[src/rtl/operand_fetch_seq.sv]
// Two-operand fetch sequencer: reads operand A then operand B from a memory with
// one cycle of read latency, then pulses done while both operands are presented.
module operand_fetch_seq #(
    parameter int unsigned WIDTH = 16
) (
    input  logic             clk,
    input  logic             reset,
    input  logic             start,
    input  logic [WIDTH-1:0] addr_A,
    input  logic [WIDTH-1:0] addr_B,
    input  logic [WIDTH-1:0] mem_data_in,
    output logic             mem_rd,
    output logic [WIDTH-1:0] mem_addr,
    output logic             mux_ctrl,
    output logic [WIDTH-1:0] data_A,
    output logic [WIDTH-1:0] data_B,
    output logic             busy,
    output logic             done
);

    typedef enum logic [2:0] {
        S_IDLE   = 3'd0,
        S_RD_A   = 3'd1,
        S_WAIT_A = 3'd2,
        S_RD_B   = 3'd3,
        S_WAIT_B = 3'd4,
        S_DONE   = 3'd5
    } state_t;

    state_t           state_q;
    logic [WIDTH-1:0] addr_a_q;
    logic [WIDTH-1:0] addr_b_q;
    logic [WIDTH-1:0] data_a_q;
    logic [WIDTH-1:0] data_b_q;
    logic [WIDTH-1:0] mem_addr_q;
    logic             mem_rd_q;
    logic             mux_ctrl_q;
    logic             busy_q;
    logic             done_q;

    // Outputs are loaded with the values of the state being entered, so every
    // output is a flop and mem_addr always tracks mux_ctrl over the latched addresses.
    always_ff @(posedge clk) begin
        if (reset) begin
            state_q    <= S_IDLE;
            addr_a_q   <= '0;
            addr_b_q   <= '0;
            data_a_q   <= '0;
            data_b_q   <= '0;
            mem_addr_q <= '0;
            mem_rd_q   <= 1'b0;
            mux_ctrl_q <= 1'b0;
            busy_q     <= 1'b0;
            done_q     <= 1'b0;
        end else begin
            mem_rd_q <= 1'b0;
            done_q   <= 1'b0;
            unique case (state_q)
                S_IDLE: begin
                    if (start) begin
                        addr_a_q   <= addr_A;
                        addr_b_q   <= addr_B;
                        mem_addr_q <= addr_A;
                        mem_rd_q   <= 1'b1;
                        mux_ctrl_q <= 1'b0;
                        busy_q     <= 1'b1;
                        state_q    <= S_RD_A;
                    end
                end
                S_RD_A: begin
                    state_q <= S_WAIT_A;
                end
                S_WAIT_A: begin
                    data_a_q   <= mem_data_in;
                    mem_rd_q   <= 1'b1;
                    mux_ctrl_q <= 1'b1;
                    mem_addr_q <= addr_b_q;
                    state_q    <= S_RD_B;
                end
                S_RD_B: begin
                    state_q <= S_WAIT_B;
                end
                S_WAIT_B: begin
                    data_b_q   <= mem_data_in;
                    mux_ctrl_q <= 1'b0;
                    mem_addr_q <= addr_a_q;
                    done_q     <= 1'b1;
                    state_q    <= S_DONE;
                end
                S_DONE: begin
                    busy_q  <= 1'b0;
                    state_q <= S_IDLE;
                end
                default: begin
                    mux_ctrl_q <= 1'b0;
                    mem_addr_q <= addr_a_q;
                    busy_q     <= 1'b0;
                    state_q    <= S_IDLE;
                end
            endcase
        end
    end

    assign mem_rd   = mem_rd_q;
    assign mem_addr = mem_addr_q;
    assign mux_ctrl = mux_ctrl_q;
    assign data_A   = data_a_q;
    assign data_B   = data_b_q;
    assign busy     = busy_q;
    assign done     = done_q;

endmodule
[config.mk]
export PLATFORM = sky130hd
export DESIGN_NAME = operand_fetch_seq
export DESIGN_NICKNAME = d
export VERILOG_FILES = /design/src/rtl/operand_fetch_seq.sv
export SDC_FILE = /design/constraint.sdc
export NUM_CORES = 1
export LEC_CHECK = 0
export CORE_ASPECT_RATIO = 1.5
export CORE_MARGIN = 1.5
export CORE_UTILIZATION = 39
export DETAILED_ROUTE_END_ITERATION = 10
export HOLD_SLACK_MARGIN = 0.1
export PLACE_DENSITY = 0.72
export RECOVER_POWER = 100
export SLEW_MARGIN = 5
export SYNTH_ARGS = -nofsm -noshare
export SYNTH_HDL_FRONTEND = slang
export SYNTH_SLANG_ARGS = --single-unit
[constraint.sdc]
create_clock -name clk -period 1.3 [get_ports clk]
set_input_delay 0.26 -clock clk [delete_from_list [all_inputs] [get_ports clk]]
set_output_delay 0.26 -clock clk [all_outputs]
set_load 0.03 [all_outputs]
==> run metrics <==
status finished, violations left; failing checks negative setup slack; core area 8723 um2; Tot GR Track Use 21.57%; total gr overflow 0; Clock Latency Late Sink 0.34 ns; # setup viols final 55; syn_area_per_cell 8.606 um2; nets in the synthesized netlist 454; Finished Layout Cells 649; global-route wire length before repair 15770 um; Port Buffers 102; Sw Share 29.96%; DP Cell Count 607; Root Driver clkbuf_16; Vias 3321; initial antenna violation count 0; Synth warnings 0; final core occ 61.80%; Relative slew margins 74.14%; part of the power in registers 39.4%; Critical Path, Cell by Cell buf_12, nor4b_4, buf_4, buf_16, nand2_1, a21oi_1; Min Clock Period, post-route 1.375 ns; RSZ-0062 raised after global routing true; CTS tree done; Achievable Freq 727.1 MHz; PwrDens 1430 nW/um2; H-tree depth 3; reg2reg start state_q[0]; cells on worst reg2reg path 6; antenna viol nets, final 0; crit-path max FO 8; Pint 5.402 mW; worst setup margin -0.07539 ns; Comb power frac 27.1%; cts bufs inserted 9; clock buffer depth 2; synthesized area 3468 um2; gpl congestion 0.7710; worst min path class in2reg; max incr delay on CP 0.35 ns; Critical Path Sink Type register; top cells by area, synth dfxtp_1 50%, nand2_1 16%, a21oi_1 9.8%; DP HPWL 6169 um; via/cell ratio 5.117; max cap viols 0; Yosys reg bits 87; Initial Utilization 39.76%; setup slack at placement -0.6977 ns; critical path startpoint category register; Fin. Hold Viols 0; VDD IR max 0.001117 V; worst-margin pin slew 0.3781 ns; fillers 754; sequential element share of the synthesized area 50.22%; Psw 2.310 mW; clock skew 0.008180 ns; Post-CTS Hold Buffers 0; Final period util 105.8%; critical path class reg2reg; HP Start reset; # nets final 585; largest net degree at the start of global routing 34; Chip Width 80 um; Die Area 9480 um2; CTS Sinks 87; Clock power frac 33.5%; critical path's slowest cell dfxtp_4; wire per inst 15.84 um; area growth from synthesis to layout 55.45%; top cell type by total area after synthesis dfxtp_1; Total Wirelength 10280 um; Ports 103; hold path depth 3; required time worst endpoint 1.57 ns; Mapped Cells 403; drt drc 0; fraction of layout cells with a size suffix above 1 30.80%; vias in the first global route 3250; Synth top area share 50.22%; Slew Viols, Final 0; Distinct cells, synth 25; CP arrival 1.64 ns; clock-pin slew on the worst setup and hold paths 0.06 ns; Antenna diodes 0; drt pass-1 iters 5; critical path startpoint state_q[0]; leakage power 2.046 nW; Core Rows 42; DRT iter0 DRCs 166; die height 118.5 um
critical path, delay by kind of cell (launching register included):
| kind | cells | cell delay, ns |
|---|---|---|
| AO/OA/AOI/OAI | 1 | 0.12 |
| buffers and inverters | 3 | 0.46 |
| flip-flops | 1 | 0.35 |
| AND/OR/NAND/NOR | 2 | 0.37 |
stage by stage:
stage / setup TNS [ns] / hold slack, ns / cell area, um2 / total power, mW
5_1_grt: -7.033 / 0.3888 / 5391 / 8.005
3_3_place_gp: -26.38 / 0.4394 / 4674 / 4.720
4_1_cts: -2.230 / 0.3600 / 5444 / 7.705
3_5_place_dp: -28.65 / 0.4446 / 4674 / 4.755
6_report: -2.029 / 0.3660 / 5391 / 7.712
2_1_floorplan: 0 / 0.3960 / 3468 / 4.073
layer usage:
| layer | up-vias | GRT usage (%) | wire length (um) |
|---|---|---|---|
| li1 | 1604 | - | - |
| met1 | 1589 | 23.19 | 3771 |
| met2 | 106 | 39.13 | 5715 |
| met3 | 22 | 4.788 | 529 |
| met4 | 0 | 9.375 | 261 |
| met5 | - | 0 | 0 |
synth_stat cells:
cell	number
a2bb2oi_1	1
nor4b_4	1
a21oi_1	68
nand2b_1	1
buf_6	8
o2bb2ai_1	6
o21ai_0	18
nor2_4	1
nor3_1	1
buf_4	5
dfxtp_1	87
nand2_1	147
nor3_4	2
buf_2	5
nor2_2	2
inv_1	1
a2111oi_0	1
mux2i_1	16
clkbuf_1	13
nand3b_1	1
o2bb2ai_2	10
nor2b_4	2
xnor2_1	1
and2_1	2
nor2_1	3
cell type report:
| class | count | area [um2] | share of cell area [%] |
|---|---|---|---|
| timing repair buffer | 151 | 1459 | 27.06 |
| sequential | 87 | 1753 | 32.51 |
| tap | 110 | 137.6 | 2.553 |
| clock inverter | 5 | 57.56 | 1.068 |
| clock buffer | 11 | 242.7 | 4.502 |
| multi-input combinational | 284 | 1738 | 32.23 |
| inverter | 1 | 3.754 | 0.06962 |
registers in the layout (all words and copies together), names as in the netlist, 3 cells and up:
signal / count
addr_a_q: 16
addr_b_q: 16
data_A: 16
data_B: 16
mem_addr: 16
state_q: 3
path summary, 6_finish.rpt:
| kind | end | slack, ns |
|---|---|---|
| setup / recovery | addr_a_q[6] | -0.08 |
| hold / removal | data_A[5] | 0.37 |
| setup reg to reg | addr_a_q[6] | -0.08 |
| hold reg to reg | addr_a_q[0] | 0.45 |
cell usage in the layout (no fill, tap or decap), types with 5 or more instances in the layout:
cell type	n
o21ai_0	12
a21oi_1	47
o2bb2ai_2	14
buf_12	9
clkbuf_1	22
a21oi_2	21
clkbuf_16	11
dfxtp_1	84
buf_6	8
clkdlybuf4s50_1	48
nand2_4	6
buf_4	24
clkbuf_2	17
nand2_2	12
mux2i_1	15
nand2_1	129
buf_16	5
clkdlybuf4s15_2	12
repair_timing:
action,in CTS,in global routing
setup endpoints to repair,123,87
setup buffers,18,2
gates resized for setup,150,65
pin swaps,9,24
cloned,6,2
power by group through the flow:
stage                     Clock (mW)  Combinational [mW]  Sequential [mW]
after floorplan                    0               0.773             3.30
after global placement             0                1.64             3.08
after detailed placement           0                1.66             3.09
after CTS                       2.62                2.05             3.03
after global routing            2.72                2.23             3.06
final                           2.58                2.09             3.04
kinds of logic (layout without fill, tap and decap cells):
kind of cell / Yosys count / count (layout) / synth area share, %
AOI/OAI and AO/OA: 104 / 104 / 18.76
buffers and inverters: 32 / 168 / 5.916
muxes: 16 / 16 / 4.618
and+or+nand+nor: 163 / 163 / 20.24
DFF: 87 / 87 / 50.22
xor gates and xnor gates: 1 / 1 / 0.2526
(Power assumes the default switching activity.)
